--- src/rtl/uart_pkg.sv ---
// Shared UART transmit types: serializer state encoding and parity mode codes.
package uart_pkg;

  typedef enum logic [2:0] {
    IDLE,
    START,
    DATA,
    PARITY,
    STOP
  } tx_state_t;

  localparam int PARITY_NONE = 0;
  localparam int PARITY_ODD  = 1;
  localparam int PARITY_EVEN = 2;

  // Bit that makes the total count of ones odd or even, depending on mode.
  function automatic logic parity_bit(input logic [7:0] data, input int mode);
    return (mode == PARITY_ODD) ? ~^data : ^data;
  endfunction

endpackage

--- src/rtl/uart_baud_gen.sv ---
// Bit-period timer: counts 0..CLKS_PER_BIT-1 and flags the last cycle of each bit.
module uart_baud_gen #(
  parameter int CLKS_PER_BIT = 10
) (
  input  logic Clock,
  input  logic Reset,
  input  logic Clear,
  output logic BitTick
);

  localparam int CW = (CLKS_PER_BIT > 1) ? $clog2(CLKS_PER_BIT) : 1;
  localparam logic [CW-1:0] LAST = CW'(CLKS_PER_BIT - 1);

  logic [CW-1:0] count;

  always_ff @(posedge Clock) begin
    if (!Reset || Clear || count == LAST) begin
      count <= '0;
    end else begin
      count <= count + 1'b1;
    end
  end

  assign BitTick = (count == LAST) && !Clear;

endmodule

--- src/rtl/uart_tx_serializer.sv ---
// UART transmit serializer: start bit, 8 data bits LSB first, optional parity, 1-2 stop bits.
//   state  | meaning
//   IDLE   | TxEmpty high, waiting for XMitGo
//   START  | driving the start bit (0)
//   DATA   | shifting data bits out, LSB first
//   PARITY | driving the parity bit (only when PARITY != 0)
//   STOP   | driving STOP_BITS stop bits (1)
module uart_tx_serializer
  import uart_pkg::*;
#(
  parameter int CLK_FREQ  = 50_000_000,
  parameter int BAUD      = 9600,
  parameter int PARITY    = 0,
  parameter int STOP_BITS = 1
) (
  input  logic       Clock,
  input  logic       Reset,
  input  logic       XMitGo,
  input  logic [7:0] TxData,
  output logic       TxEmpty,
  output logic       TxD,
  output logic       TxDone
);

  localparam int CLKS_PER_BIT = CLK_FREQ / BAUD;
  localparam logic STOP_LAST  = (STOP_BITS == 2);

  generate
    if (CLKS_PER_BIT < 2) begin : g_bad_baud
      $error("uart_tx_serializer: CLK_FREQ/BAUD must be at least 2");
    end
    if (PARITY != PARITY_NONE && PARITY != PARITY_ODD && PARITY != PARITY_EVEN) begin : g_bad_parity
      $error("uart_tx_serializer: PARITY must be 0, 1 or 2");
    end
    if (STOP_BITS != 1 && STOP_BITS != 2) begin : g_bad_stop
      $error("uart_tx_serializer: STOP_BITS must be 1 or 2");
    end
  endgenerate

  tx_state_t  state;
  logic [7:0] shifter;
  logic [2:0] bit_idx;
  logic       stop_idx;
  logic       par_bit;
  logic       bit_tick;
  logic       baud_clear;

  // Holding the timer cleared while idle restarts the bit period on the accept edge.
  assign baud_clear = (state == IDLE);

  uart_baud_gen #(
    .CLKS_PER_BIT(CLKS_PER_BIT)
  ) u_baud_gen (
    .Clock  (Clock),
    .Reset  (Reset),
    .Clear  (baud_clear),
    .BitTick(bit_tick)
  );

  // The PARITY parameter shadows the imported state name, so the state is package-qualified.
  always_ff @(posedge Clock) begin
    if (!Reset) begin
      state    <= IDLE;
      TxD      <= 1'b1;
      TxEmpty  <= 1'b1;
      TxDone   <= 1'b0;
      shifter  <= '0;
      bit_idx  <= '0;
      stop_idx <= 1'b0;
      par_bit  <= 1'b0;
    end else begin
      TxDone <= 1'b0;
      case (state)
        IDLE: begin
          if (XMitGo) begin
            shifter  <= TxData;
            par_bit  <= parity_bit(TxData, PARITY);
            bit_idx  <= '0;
            stop_idx <= 1'b0;
            TxEmpty  <= 1'b0;
            TxD      <= 1'b0;
            state    <= START;
          end
        end
        START: begin
          if (bit_tick) begin
            TxD     <= shifter[0];
            shifter <= {1'b0, shifter[7:1]};
            state   <= DATA;
          end
        end
        DATA: begin
          if (bit_tick) begin
            if (bit_idx == 3'd7) begin
              if (PARITY != PARITY_NONE) begin
                TxD   <= par_bit;
                state <= uart_pkg::PARITY;
              end else begin
                TxD   <= 1'b1;
                state <= STOP;
              end
            end else begin
              TxD     <= shifter[0];
              shifter <= {1'b0, shifter[7:1]};
              bit_idx <= bit_idx + 1'b1;
            end
          end
        end
        uart_pkg::PARITY: begin
          if (bit_tick) begin
            TxD   <= 1'b1;
            state <= STOP;
          end
        end
        STOP: begin
          if (bit_tick) begin
            if (stop_idx == STOP_LAST) begin
              TxEmpty <= 1'b1;
              TxDone  <= 1'b1;
              state   <= IDLE;
            end else begin
              stop_idx <= 1'b1;
            end
          end
        end
        default: state <= IDLE;
      endcase
    end
  end

endmodule

--- config.mk ---
export PLATFORM = sky130hd
export DESIGN_NAME = uart_tx_serializer
export DESIGN_NICKNAME = d
export VERILOG_FILES = /design/src/rtl/uart_pkg.sv /design/src/rtl/uart_baud_gen.sv /design/src/rtl/uart_tx_serializer.sv
export SDC_FILE = /design/constraint.sdc
export NUM_CORES = 1
export LEC_CHECK = 0
export ABC_AREA = 1
export ABC_CLOCK_PERIOD_IN_PS = 2600
export CAP_MARGIN = 15
export CORE_UTILIZATION = 25
export DETAILED_ROUTE_END_ITERATION = 10
export PLACE_DENSITY = 0.47
export REMOVE_ABC_BUFFERS = 1
export SETUP_SLACK_MARGIN = 0.02
export SYNTH_ARGS = -nofsm -noshare
export SYNTH_HDL_FRONTEND = slang
export SYNTH_HIERARCHICAL = 1
export SYNTH_SLANG_ARGS = --single-unit
--- constraint.sdc ---
create_clock -name Clock -period 2.6 [get_ports Clock]
set_clock_uncertainty 0.2 [all_clocks]
set_input_delay 0.52 -clock Clock [delete_from_list [all_inputs] [get_ports Clock]]
set_output_delay 0.52 -clock Clock [all_outputs]
set_load 0.02 [all_outputs]
After elaboration in Yosys (flattened, before gate mapping) --
Cells that the tools add are included.
Word-level totals: register bits after elaboration 31, logic and storage cells 71, output and inout port bits 3
Cells by class: reductions and logical operators 17, muxes and demuxes 30, add/subtract/negate cells 2, eq/ne operators 14
Operators with widths (number):
- 8-bit two-way mux | 4
- 3-bit two-way mux | 10
- 8-bit one-hot mux with 3 select lines | 1
- 2-bit != test (second input constant) | 8
- 3-bit one-hot mux with 5 select lines | 1
- 13-bit by 1-bit adder with 13-bit output (second input constant) | 1
- 13-bit == test (second input constant) | 1
- 1-bit two-way mux | 10
- 5-bit AND reduction | 2
- 4-bit AND reduction | 2
- 7-bit AND reduction | 1
- 3-bit by 2-bit == test with 1-bit output (second input constant) | 2
- 3-bit == test (second input constant) | 2
- 3-bit one-hot mux with 2 select lines | 1
- 3-bit AND reduction | 2
- 1-bit one-hot mux with 2 select lines | 2
- 1-bit one-hot mux with 4 select lines | 1
- 2-bit nonzero test | 2
- 4-bit nonzero test | 1
- 3-bit by 1-bit adder with 3-bit output (second input constant) | 1
- 3-bit by 1-bit == test with 1-bit output (second input constant) | 1
- 3-bit logical NOT | 1
- 3-bit nonzero test | 1
- 1-bit logical NOT | 2
- other kinds (2) | 3

Longest topological paths before layout --
Gate-level depths: netlist (run 1).
depth in word-level cells 5, gate-level depth with buffers 14, mapped depth without buffers 13

Modules after synthesis --
The synthesis (run 1) kept the hierarchy.
By module, submodules not included:
- uart_tx_serializer | area an instance 1006.0 um^2, instances 1, cells each 160, sequential area each 340.3 um^2
- uart_baud_gen | area an instance 668.1 um^2, instances 1, cells each 96, sequential area each 260.2 um^2

Worst setup path before layout (run 1) --
No wires, ideal clock.
path kind flip-flop to flip-flop, start register u_baud_gen.count[0], end register shifter[0], path slack 0.696 ns, setup time 0.113 ns, required time 2.287 ns, clock period less this slack 1.904 ns, stages on the path, launching flop included 14, data arrival time 1.591 ns, buffers on the path 1, cells stage by stage dfxtp_1 ha_1 nand2_1 nor2_1 nand3_1 nor2_1 inv_1 nand2_1 nand2_1 nand2_2 nand2_4 buf_6 nor2_1 nor2_1
On the way: cells in the longest elaborated chain, start to end 4, elaborated cells on any way between the ends 5
Ends and longest elaborated chain:
- start: declaration | RTL line uart_baud_gen.sv:14 | logic [CW-1:0] count;
- start signal: assignment | RTL line uart_baud_gen.sv:20 | count <= count + 1'b1;
- 13-bit == test (*) | RTL line uart_baud_gen.sv:24 | assign BitTick = (count == LAST) && !Clear;
- 1-bit logical AND (*) | RTL line uart_baud_gen.sv:24
- net bit_tick | RTL line uart_tx_serializer.sv:45 | logic bit_tick;
- 2-bit != test (no source line)
- 5-bit AND reduction (no source line) (*)
- end signal: assignment | RTL line uart_tx_serializer.sv:76 | shifter <= TxData;
- end signal: assignment | RTL line uart_tx_serializer.sv:88 | shifter <= {1'b0, shifter[7:1]};
- end signal: assignment | RTL line uart_tx_serializer.sv:104 | shifter <= {1'b0, shifter[7:1]};
- end: declaration | RTL line uart_tx_serializer.sv:41 | logic [7:0] shifter;
The timed path passes the listed nets; every way through them passes the cells marked *. A chain may end at the register's enable or synchronous reset.

Worst setup path after layout (run 1) --
start register u_baud_gen.count[0], end register shifter[2]
Same word-level chain as after synthesis.

==> summary.log, run 1 <==
qor: run_status.status complete, but fails checks
qor: run_status.failed_checks DRC
qor: placement.portBuffers 13
qor: clocking.cts_hold_buffers 0
qor: timing.finalCritPeriodShare 0.8073
qor: clocking.cts_buffers 5
qor: die.placement_rows 29
qor: clocking.cts_repair_resize_count 0
qor: power.power.share.combinational 0.414
qor: worst_setup_path.worst_case_register_to_register_setup_slack 0.50 ns
qor: yosys.synthDominantAreaCellType sky130_fd_sc_hd__dfxtp_1
qor: yosys.synth.distinct_cells 23
qor: power.power.internal 1120 µW
qor: min_path.worst_hold_path.endpoint u_baud_gen/count[0]
qor: final_layout.layout.filler_cells 722
qor: power.totalPowerFinal 1878 µW
qor: clocking.clock-sinks 30
qor: grt.grt_pass1_wl 6175 µm
qor: power.vdd.ir_drop.worst 0.0002699 V
qor: timing.finalWorstPathRequiredPeriod 2.099 ns
qor: yosys.yosys-top-cells-count 71 x sky130_fd_sc_hd__nand2_1, 51 x sky130_fd_sc_hd__nor2_1, 30 x sky130_fd_sc_hd__dfxtp_1, 30 x sky130_fd_sc_hd__inv_1, 21 x sky130_fd_sc_hd__nand3_1
qor: worst_setup_path.crit_path_capture_type flop
qor: drt.routed_wl 3331 µm
qor: min_path.min_from u_baud_gen/count[0]
qor: timing.final-setup-viol-count 0
qor: placement.dp_hpwl 2454 µm
qor: power.leakage 0.0008612 µW
qor: worst_setup_path.timing.critical_path.required 2.58 ns
qor: drt.route.detailed.drc 4
qor: timing.fin_tns_setup 0 ns
qor: timing.slew_violations 0
qor: clocking.cts_tree done
qor: worst_setup_path.r2r_depth 12
qor: yosys.ys.warnings.count 6
qor: timing.timing.fmax 476.4 MHz
qor: drt.routed-via-count 1449
qor: grt.antenna_found_initial 0
qor: yosys.synth-async-reset-ratio 0
qor: final_layout.drive_gt1_frac 0.1172
qor: die.design.portCount 14
qor: die.start_util 0.2607
qor: yosys.post_synthesis_cell_area 1674 µm²
qor: worst_setup_path.timing_worst_setup_path_type reg -> reg
qor: clocking.post_cts_setup_bufs 0
qor: power.powerDensity 951.1 nW/µm²
qor: power.power_switching_share 0.4037
qor: yosys.synth_area_per_cell 6.539 µm²
qor: yosys.synthMostInstantiatedCell sky130_fd_sc_hd__nand2_1
qor: grt.maximum_number_of_pins_on_one_net_before_global_route_repair 18
qor: min_path.hold_depth 1
qor: timing.tightestPinTransition 0.4083 ns
qor: timing.grt_setup_unrepaired false
qor: power.sequentialPowerShare 0.341
qor: final_layout.nNetsFinal 286
qor: drt.drt_iter0_drc 60
qor: drt.drt.antenna.violating_nets 0
qor: die.placeableCoreArea 6422 µm²
qor: placement.gp_routability_congestion 0.7537
qor: yosys.netlist_instances 256
qor: grt.grt-ovfl-total 0
qor: min_path.min-delay-path-class reg -> reg
qor: power.pwr-share-clk 0.246
qor: flow_run.cap_violations 0
qor: die.die_h 83.83 µm
qor: yosys.ys.flop_type sky130_fd_sc_hd__dfxtp_1
qor: worst_setup_path.r2r_end shifter[2]
qor: yosys.synth-edff-count 0
qor: worst_setup_path.reg2reg_from u_baud_gen/count[0]
qor: clocking.clock_tree.root_cell sky130_fd_sc_hd__clkbuf_8
qor: yosys.synth_sequential_area_ratio 0.3587
qor: drt.first_pass_iters 7
qor: worst_setup_path.critPathArrivalTime 2.07 ns
qor: drt.avgViaCountPerCell 4.140
qor: timing.slew_headroom 0.7271
qor: die.chipWidth 83.83 µm
qor: clocking.cts_buffer_depth 2
qor: power.netSwitchingPower 758.1 µW
qor: clocking.h-tree-depth 2
qor: clocking.clk-insertion-delay-late 0.28 ns
qor: final_layout.num_antenna_cells 0
qor: yosys.synth-seq-cells 30
qor: final_layout.areaGrowthSynthToFinish 17.94%
qor: yosys.synthTopCellsByArea sky130_fd_sc_hd__dfxtp_1 36%, sky130_fd_sc_hd__nand2_1 16%, sky130_fd_sc_hd__nor2_1 11%, sky130_fd_sc_hd__inv_1 6.7%, sky130_fd_sc_hd__nand3_1 6.3%
qor: drt.avgRoutedWirePerCell 9.517 µm
qor: timing.final_hold_viol_count 0
qor: grt.grt_usage 0.1107
qor: clocking.cts.reportedPaths.clkPinSlew 0.06 ns
qor: die.dieArea 7027 µm²
qor: worst_setup_path.critical_path_peak_fanout 14
qor: yosys.synth_top_area_share 0.3587
qor: worst_setup_path.crit_path_start_kind flop
qor: grt.number_of_global_route_vias_before_repair 1398
worst max-delay path, cell delays in order, from the launching register on:
cell	delay (ns)
sky130_fd_sc_hd__dfxtp_1	0.37
sky130_fd_sc_hd__ha_1	0.25
sky130_fd_sc_hd__nand2_1	0.08
sky130_fd_sc_hd__nor2_1	0.10
sky130_fd_sc_hd__nand3_1	0.12
sky130_fd_sc_hd__nor2_1	0.20
sky130_fd_sc_hd__inv_1	0.11
sky130_fd_sc_hd__nand2_1	0.10
sky130_fd_sc_hd__nand2_1	0.07
sky130_fd_sc_hd__nand2_2	0.11
sky130_fd_sc_hd__nand2_4	0.13
sky130_fd_sc_hd__nor2_1	0.12
sky130_fd_sc_hd__nor2_1	0.05
layer usage:
metal | global-route usage | share of wire | vias up
met5 | 0 | 0 | -
met4 | 0.06113 | 0.025 | 0
met3 | 0.02967 | 0.040 | 8
met2 | 0.1729 | 0.40 | 18
met1 | 0.1379 | 0.53 | 608
li1 | - | - | 815
metrics by stage:
step | instance area (µm²) | hold slack, ns | instances | setup slack [ns] | utilization
after floorplan | 1632 | 0.2300 | 251 | 0.7713 | -
after global placement | 1866 | 0.2432 | 342 | 0.5627 | 0.2905
after detailed placement | 1866 | 0.2536 | 342 | 0.5068 | 0.2905
after CTS | 1974 | 0.2695 | 350 | 0.4918 | 0.3074
after global routing | 1974 | 0.2924 | 350 | 0.2439 | 0.3074
final | 1974 | 0.2600 | 350 | 0.5011 | 0.3074
cell usage in the layout (no fill, tap or decap), types with 3 or more instances in the layout:
cell type                         netlist  routed
sky130_fd_sc_hd__o21ai_0                3       3
sky130_fd_sc_hd__nand2_2                7       7
sky130_fd_sc_hd__nand4_1                6       6
sky130_fd_sc_hd__a21oi_1                6       6
sky130_fd_sc_hd__inv_1                 30      30
sky130_fd_sc_hd__nor2_4                 3       3
sky130_fd_sc_hd__nand2_1               71      71
sky130_fd_sc_hd__clkdlybuf4s50_1        0      13
sky130_fd_sc_hd__nor2_2                 4       4
sky130_fd_sc_hd__nor2_1                51      51
sky130_fd_sc_hd__dfxtp_1               30      30
sky130_fd_sc_hd__xor2_1                 4       4
sky130_fd_sc_hd__ha_1                   3       3
sky130_fd_sc_hd__clkbuf_8               0       5
sky130_fd_sc_hd__inv_2                  4       4
sky130_fd_sc_hd__nand3_1               21      21
registers in the layout (all words and copies together) (netlist names):
signal / cells
state: 3
TxD: 1
TxEmpty: 1
u_baud_gen/count: 13
bit_idx: 3
TxDone: 1
shifter: 8
cells by family (layout without fill, tap and decap cells):
| group | after synthesis | in the layout | share of synthesized area |
|---|---|---|---|
| AO/OA/AOI/OAI | 10 | 10 | 0.03214 |
| buffers and inverters | 39 | 56 | 0.1016 |
| flip-flops | 30 | 30 | 0.3587 |
| XOR/XNOR | 6 | 6 | 0.03139 |
| AND/OR/NAND/NOR | 168 | 168 | 0.4537 |
| adder cells (fa/ha/maj) | 3 | 3 | 0.02242 |
power groups by stage:
stage	combinational, µW	clock, µW	sequential, µW
after floorplan	600	0	653
after global placement	785	0	650
after detailed placement	783	0	651
after CTS	786	484	641
after global routing	933	508	659
final	777	461	640
worst max path at each step:
stage | to | start | slack, ns
floorplan | shifter[0] | u_baud_gen/count[0] | 0.77
global placement | shifter[2] | u_baud_gen/count[0] | 0.56
detailed placement | bit_idx[0] | u_baud_gen/count[0] | 0.51
CTS | bit_idx[0] | u_baud_gen/count[0] | 0.49
global route | bit_idx[0] | u_baud_gen/count[0] | 0.24
finish | shifter[2] | u_baud_gen/count[0] | 0.50
area by class of cell:
type                       count  area, µm²  area share
clock buffer                   5      68.82     0.03485
clock inverter                 3      40.04     0.02028
inverter                      34      127.6     0.06464
multi-input combinational    187      903.4      0.4575
sequential                    30      600.6      0.3042
tap                           77      96.34     0.04880
timing repair buffer          14      137.6     0.06971
No activity file was read; power rests on OpenSTA's default activity.
==> run 2: changes to the inputs <==
ABC_CLOCK_PERIOD_IN_PS = 1920   (was 2600)
PLACE_DENSITY = 0.48   (was 0.47)
clock period = 1.92 ns   (was 2.6 ns; I/O delays follow)
==> run 2 against run 1 <==
Worst setup slack got worse by 0.38 ns. Wire length grew 11%. Global-route usage up 0.40 points. Sequential share of layout area shrank 2.9 points. Largest power group unchanged. Sequential power grew 33%. Critical path depth shrank 11. The run now ends clean. Clock power grew 16%. Worst hold slack got worse by 0.0054 ns.
==> summary.log, run 2 (synthesis gave the netlist of run 1 again) <==
qor: timing.finalCritPeriodShare 0.9358
qor: placement.postPlaceCellArea 1993 µm² [+6.8%]
qor: worst_setup_path.crit_path_top_delay_cell sky130_fd_sc_hd__clkdlybuf4s50_1
qor: timing.tightestPinTransition 0.2905 ns [-0.1178 ns]
qor: final_layout.num_antenna_cells 0 [unchanged]
qor: timing.final_hold_viol_count 0 [unchanged]
qor: final_layout.nNetsFinal 307 [+7.3%]
qor: clocking.cts_buffers 5 [unchanged]
qor: die.chipWidth 83.83 µm [unchanged]
qor: grt.maximum_number_of_pins_on_one_net_before_global_route_repair 18 [unchanged]
qor: worst_setup_path.critPathTopFamily buffers and inverters
qor: worst_setup_path.critPathArrivalTime 1.21 ns [-0.86 ns]
qor: power.power_switching_share 0.4218 [+0.01806]
qor: timing.slew_violations 0 [unchanged]
qor: timing.final-setup-viol-count 0 [unchanged]
qor: power.netSwitchingPower 1160 µW [+53%]
qor: placement.portBuffers 13 [unchanged]
qor: drt.avgRoutedWirePerCell 9.951 µm [+4.6%]
qor: final_layout.drive_gt1_frac 0.2211 [+0.1039]
qor: grt.globalRouteMet2Util 0.1736 [+0.0007452]
qor: worst_setup_path.timing_worst_setup_path_type reg -> out
qor: worst_setup_path.timing.critical_path.required 1.34 ns [-1.24 ns]
qor: power.powerDensity 1256 nW/µm² [+32%]
qor: min_path.min-delay-path-class reg -> reg
qor: clocking.cts.reportedPaths.clkPinSlew 0.07 ns [about the same]
qor: worst_setup_path.crit_path_capture_type primary output
qor: grt.antenna_found_initial 0 [unchanged]
qor: drt.drt_iter0_drc 58 [-3.3%]
qor: power.sequentialPowerShare 0.310 [-0.031]
qor: drt.route.detailed.drc 0 [-4]
qor: clocking.cts_tree done
qor: timing.timing.fmax 556.6 MHz
qor: final_layout.most_frequent_standard_cell_in_the_layout_excluding_fill_and_tap_cells sky130_fd_sc_hd__nand2_1
qor: power.vdd.ir_drop.worst 0.0004798 V [+78%]
qor: worst_setup_path.worstPathCellList clkdlybuf4s50_1
qor: drt.drt.antenna.violating_nets 0 [unchanged]
qor: power.power.share.combinational 0.495 [+0.081]
qor: die.placement_rows 29 [unchanged]
qor: timing.grt_setup_unrepaired true
qor: drt.routed-via-count 1579 [+9.0%]
qor: worst_setup_path.critPathMaxStageDelay 0.59 ns [+0.22 ns]
qor: timing.layout_setup_ws 0.1233 ns [-0.3778 ns]
qor: run_status.status finished, final reports clean
qor: drt.first_pass_iters 5 [-2]
qor: timing.slew_headroom 0.8056 [+0.07851]
qor: final_layout.fin_area 2190 µm² [+11%]
qor: final_layout.top_regs u_baud_gen/count (13), shifter (8)
qor: clocking.clock_tree.root_cell sky130_fd_sc_hd__clkbuf_8
qor: die.design.portCount 14 [unchanged]
qor: grt.number_of_global_route_vias_before_repair 1416 [+1.3%]
qor: die.placeableCoreArea 6422 µm² [unchanged]
qor: power.pwr-share-clk 0.195 [-0.051]
qor: clocking.clock-sinks 30 [unchanged]
qor: grt.use_met3 0.03660 [+0.006924]
qor: drt.routed_wl 3692 µm [+11%]
qor: grt.grt-ovfl-total 0 [unchanged]
qor: worst_setup_path.crit_path_start_kind flop
qor: placement.dp_hpwl 2601 µm [+6.0%]
qor: power.power.internal 1591 µW [+42%]
qor: final_layout.mostFrequentLayoutCells 69 x sky130_fd_sc_hd__nand2_1, 46 x sky130_fd_sc_hd__nor2_1, 28 x sky130_fd_sc_hd__dfxtp_1, 28 x sky130_fd_sc_hd__inv_1, 21 x sky130_fd_sc_hd__buf_4
qor: timing.fin_tns_setup 0 ns [unchanged]
qor: flow_run.cap_violations 0 [unchanged]
qor: die.start_util 0.2607 [unchanged]
qor: placement.gp_routability_congestion 0.8202 [+8.8%]
qor: die.dieArea 7027 µm² [unchanged]
qor: grt.grt_usage 0.1148 [+0.004049]
qor: die.die_h 83.83 µm [unchanged]
qor: final_layout.areaGrowthSynthToFinish 30.79%
qor: final_layout.largest-register u_baud_gen/count
qor: grt.met1_track_demand_over_resource 0.1410 [+0.003131]
qor: worst_setup_path.critical_path_peak_fanout 2 [-12]
qor: drt.avgViaCountPerCell 4.256 [+2.8%]
qor: clocking.cts_buffer_depth 2 [unchanged]
qor: grt.global_route.peak_usage_layer met2
qor: grt.grt_pass1_wl 6251 µm [+1.2%]
qor: clocking.h-tree-depth 2 [unchanged]
qor: placement.placement.setup.worst_slack 0.02893 ns [-0.4779 ns]
qor: worst_setup_path.timing.critical_path.buf_inv 1 [unchanged]
qor: final_layout.layout.filler_cells 680 [-5.8%]
qor: power.leakage 0.0009618 µW [+12%]
qor: final_layout.max_ffs_per_register 13 [unchanged]
qor: timing.finalWorstPathRequiredPeriod 1.797 ns
qor: clocking.clk-insertion-delay-late 0.29 ns [about the same]
[run 2: cell count changes in the layout (fill, tap and decap cells not counted), moves of 2 or more]
cell and delta:
sky130_fd_sc_hd__nand2_1 -2, sky130_fd_sc_hd__buf_4 +20, sky130_fd_sc_hd__nor2_2 +4, sky130_fd_sc_hd__dfxtp_2 +2, sky130_fd_sc_hd__inv_1 -2, sky130_fd_sc_hd__nor2_1 -5, sky130_fd_sc_hd__nand2_4 +2, sky130_fd_sc_hd__dfxtp_1 -2
[run 2: layout make-up]
class,instances,area [µm²],area share
sequential,30,603.1,0.2754
timing repair buffer,34,287.8,0.1314
tap,77,96.34,0.04400
inverter,34,130.1,0.05943
clock buffer,7,86.33,0.03943
multi-input combinational,188,980.9,0.4480
clock inverter,1,5.005,0.002286
[run 2: power groups by stage]
stage	sequential (µW)	clock, µW	combinational (µW)
after CTS	839	560	1200
after global routing	870	587	1570
final	852	537	1360
after floorplan	884	0	813
after detailed placement	853	0	1190
after global placement	852	0	1200
[run 2: timing repair]
action                     in CTS  in global routing
cloned                          0                  1
resized for setup               1                 19
setup buffers                   0                  3
hold buffers                    0                  0
setup endpoints to repair       1                 16
pin swaps                       1                 10
[run 2: worst paths after layout]
path                            depth (start not counted)          to  slack (ns)  startpoint
worst max-delay path                                    1         TxD        0.12         TxD
worst min register to register                          2     TxEmpty        0.25     TxEmpty
worst min-delay path                                    2     TxEmpty        0.25     TxEmpty
worst max register to register                         11  shifter[7]        0.14    state[1]
[run 2: metal layers]
| metal | wire length (µm) | share of wire | vias to the layer above |
|---|---|---|---|
| li1 | - | - | 861 |
| met1 | 1873 | 0.51 | 694 |
| met2 | 1603 | 0.43 | 17 |
| met3 | 122 | 0.033 | 7 |
| met4 | 93 | 0.025 | 0 |
| met5 | 0 | 0 | - |
[run 2: metrics by stage]
| step | instances | util | power (µW) | hold WS [ns] |
|---|---|---|---|---|
| floorplan | 251 | - | 1697 | 0.2300 |
| global placement | 359 | 0.3103 | 2050 | 0.2430 |
| detailed placement | 359 | 0.3103 | 2046 | 0.2457 |
| CTS | 367 | 0.3250 | 2602 | 0.2633 |
| global route | 371 | 0.3409 | 3028 | 0.3045 |
| finish | 371 | 0.3409 | 2751 | 0.2546 |
==> run 3: changes to the inputs <==
ABC_CLOCK_PERIOD_IN_PS = 1500   (was 1920)
clock period = 1.5 ns   (was 1.92 ns; I/O delays follow)
==> run 3 against run 2 <==
The run now ends with setup timing left. Sequential power up 27%. First-iteration DRC count down 29%. Via count up 4.4%. Register-to-register slack worse by 0.41 ns. Final cell count up 5.7%. Critical path depth up 11. Critical path type is now reg -> reg.
==> summary.log, run 3 (synthesis gave the netlist of run 1 again) <==
qor: drt.route.detailed.drc 0 [unchanged]
qor: drt.drt_iter0_drc 41 [-29%]
qor: placement.dp_hpwl 2833 µm [+8.9%]
qor: clocking.cts.reportedPaths.clkPinSlew 0.07 ns [about the same]
qor: power.power_switching_share 0.4200 [-0.001799]
qor: die.start_util 0.2607 [unchanged]
qor: grt.grt-ovfl-total 0 [unchanged]
qor: timing.layout_setup_ws -0.2688 ns [-0.3921 ns]
qor: worst_setup_path.crit_path_start_kind flop
qor: grt.antenna_found_initial 0 [unchanged]
qor: timing.timing.fmax 565.4 MHz
qor: final_layout.largest-register u_baud_gen/count
qor: clocking.clock-sinks 30 [unchanged]
qor: worst_setup_path.r2r_depth 12 [+1]
qor: power.pwr-share-clk 0.183 [-0.012]
qor: grt.grt_usage 0.1245 [+0.009738]
qor: worst_setup_path.worstSetupStartpoint u_baud_gen/count[0]
qor: grt.globalRouteMet2Util 0.2086 [+0.03502]
qor: drt.avgViaCountPerCell 4.207 [-1.2%]
qor: grt.global_route.peak_usage_layer met2
qor: timing.slew_violations 0 [unchanged]
qor: drt.avgRoutedWirePerCell 10.18 µm [+2.3%]
qor: timing.finalWorstPathRequiredPeriod 1.769 ns
qor: worst_setup_path.timing_worst_setup_path_type reg -> reg
qor: grt.met1_track_demand_over_resource 0.1553 [+0.01430]
qor: die.dieArea 7027 µm² [unchanged]
qor: drt.routed_wl 3992 µm [+8.1%]
qor: grt.grt_pass1_wl 6934 µm [+11%]
qor: final_layout.max_ffs_per_register 13 [unchanged]
qor: worst_setup_path.crit_path_end state[2]
qor: final_layout.drive_gt1_frac 0.2921 [+0.07098]
qor: drt.routed-via-count 1649 [+4.4%]
qor: final_layout.most_frequent_standard_cell_in_the_layout_excluding_fill_and_tap_cells sky130_fd_sc_hd__nand2_1
qor: final_layout.mostFrequentLayoutCells 64 x sky130_fd_sc_hd__nand2_1, 44 x sky130_fd_sc_hd__nor2_1, 37 x sky130_fd_sc_hd__buf_4, 29 x sky130_fd_sc_hd__inv_1, 28 x sky130_fd_sc_hd__dfxtp_1
qor: clocking.cts_buffers 5 [unchanged]
qor: worst_setup_path.crit_path_capture_type flop
qor: power.sequentialPowerShare 0.285 [-0.025]
qor: timing.final_hold_viol_count 0 [unchanged]
qor: flow_run.cap_violations 0 [unchanged]
qor: final_layout.areaGrowthSynthToFinish 44.99%
qor: drt.drt.antenna.violating_nets 0 [unchanged]
qor: clocking.clk-insertion-delay-late 0.28 ns [about the same]
qor: clocking.clock_tree.root_cell sky130_fd_sc_hd__clkbuf_8
qor: power.leakage 0.001091 µW [+13%]
qor: timing.final-setup-viol-count 30 [+30]
qor: drt.first_pass_iters 4 [-1]
qor: placement.portBuffers 13 [unchanged]
qor: die.placeableCoreArea 6422 µm² [unchanged]
qor: final_layout.layout.filler_cells 678 [-0.29%]
qor: final_layout.num_antenna_cells 0 [unchanged]
qor: final_layout.top_regs u_baud_gen/count (13), shifter (8)
qor: clocking.cts_buffer_depth 2 [unchanged]
qor: die.die_h 83.83 µm [unchanged]
qor: timing.finalCritPeriodShare 1.179
qor: timing.grt_setup_unrepaired true
qor: run_status.failed_checks setup timing
qor: worst_setup_path.worst_case_register_to_register_setup_slack -0.27 ns [-0.41 ns]
qor: worst_setup_path.timing.critical_path.required 1.52 ns [+0.18 ns]
qor: power.power.internal 2201 µW [+38%]
qor: final_layout.nNetsFinal 328 [+6.8%]
qor: worst_setup_path.critPathArrivalTime 1.79 ns [+0.58 ns]
qor: grt.maximum_number_of_pins_on_one_net_before_global_route_repair 18 [unchanged]
qor: timing.hold_slack 0.2566 ns [+0.002015 ns]
qor: power.power.share.combinational 0.532 [+0.037]
qor: clocking.cts_hold_buffers 0 [unchanged]
qor: clocking.cts_tree done
qor: placement.postPlaceCellArea 2128 µm² [+6.8%]
qor: final_layout.finalNonFillerCells 392 [+5.7%]
qor: worst_setup_path.r2r_end state[2]
qor: final_layout.fin_area 2427 µm² [+11%]
qor: power.netSwitchingPower 1594 µW [+37%]
qor: placement.placement.setup.worst_slack -0.3676 ns [-0.3965 ns]
qor: die.design.portCount 14 [unchanged]
qor: run_status.status complete, but fails checks
qor: power.powerDensity 1564 nW/µm² [+24%]
qor: die.chipWidth 83.83 µm [unchanged]
qor: die.placement_rows 29 [unchanged]
qor: min_path.min-delay-path-class reg -> reg
qor: clocking.h-tree-depth 2 [unchanged]
qor: worst_setup_path.reg2reg_from u_baud_gen/count[0]
qor: final_layout.final_core_utilization 0.3779 [+0.03702]
qor: timing.slew_headroom 0.8132 [+0.007570]
qor: timing.tightestPinTransition 0.2792 ns [-0.01136 ns]
qor: power.vdd.ir_drop.worst 0.0005458 V [+14%]
qor: grt.use_met3 0.03066 [-0.005935]
qor: grt.number_of_global_route_vias_before_repair 1560 [+10%]
qor: worst_setup_path.critical_path_peak_fanout 4 [+2]
qor: placement.gp_routability_congestion 0.7794 [-5.0%]
qor: placement.placed_cells 377 [+5.0%]
## run 3: power groups by stage
stage / combinational (µW) / sequential, µW / clock (µW)
2_1_floorplan: 1040 / 1130 / 0
3_3_place_gp: 1650 / 1080 / 0
3_5_place_dp: 1660 / 1080 / 0
4_1_cts: 1880 / 1080 / 719
5_1_grt: 2310 / 1100 / 752
6_report: 2020 / 1080 / 693
## run 3: area by class of cell
type                    count  area, µm²  share of cell area
repair buffers             54      454.2              0.1871
multi-input cells         189       1052              0.4335
well taps                  77      96.34             0.03969
clock buffers               7      86.33             0.03557
flip-flops and latches     30      603.1              0.2485
inverters                  34      130.1             0.05361
clock inverters             1      5.005            0.002062
## run 3: how the worst min path moves through the flow
stage                  from       to  cells past startpoint
floorplan             Reset  TxEmpty                      1
global placement    TxEmpty  TxEmpty                      2
detailed placement  TxEmpty  TxEmpty                      2
CTS                 TxEmpty  TxEmpty                      2
global route            TxD      TxD                      2
finish                  TxD      TxD                      2
## run 3: stage by stage
stage          setup TNS, ns  total power, µW
3_3_place_gp          -6.182             2733
4_1_cts               -4.191             3682
5_1_grt               -7.447             4158
6_report              -4.140             3795
2_1_floorplan         -4.539             2172
3_5_place_dp          -6.738             2745
## run 3: critical path, cell delays in order (launching register included)
cell and delay [ns]:
sky130_fd_sc_hd__dfxtp_2 0.36, sky130_fd_sc_hd__ha_4 0.15, sky130_fd_sc_hd__nand2_4 0.05, sky130_fd_sc_hd__nor2_4 0.11, sky130_fd_sc_hd__nand3_4 0.08, sky130_fd_sc_hd__nor2_4 0.12
sky130_fd_sc_hd__buf_6 0.11, sky130_fd_sc_hd__nor2_2 0.03, sky130_fd_sc_hd__nand2_1 0.08, sky130_fd_sc_hd__nand4_1 0.18, sky130_fd_sc_hd__nand2_1 0.11, sky130_fd_sc_hd__nand2_1 0.05
sky130_fd_sc_hd__nor2_1 0.09
## run 3: metal layers
metal  vias up  share of wire  wire, µm
met5         -              0         0
met4         0          0.012        48
met3         7          0.025       101
met2        11           0.48      1926
met1       725           0.48      1916
li1        906              -         -
## run 3: repair_timing
action,in CTS,in global routing
setup buffers,13,2
resized for setup,28,16
pin swaps,18,12
endpoints found under the setup margin,33,31
hold endpoints to repair,0,0
gates cloned,2,0
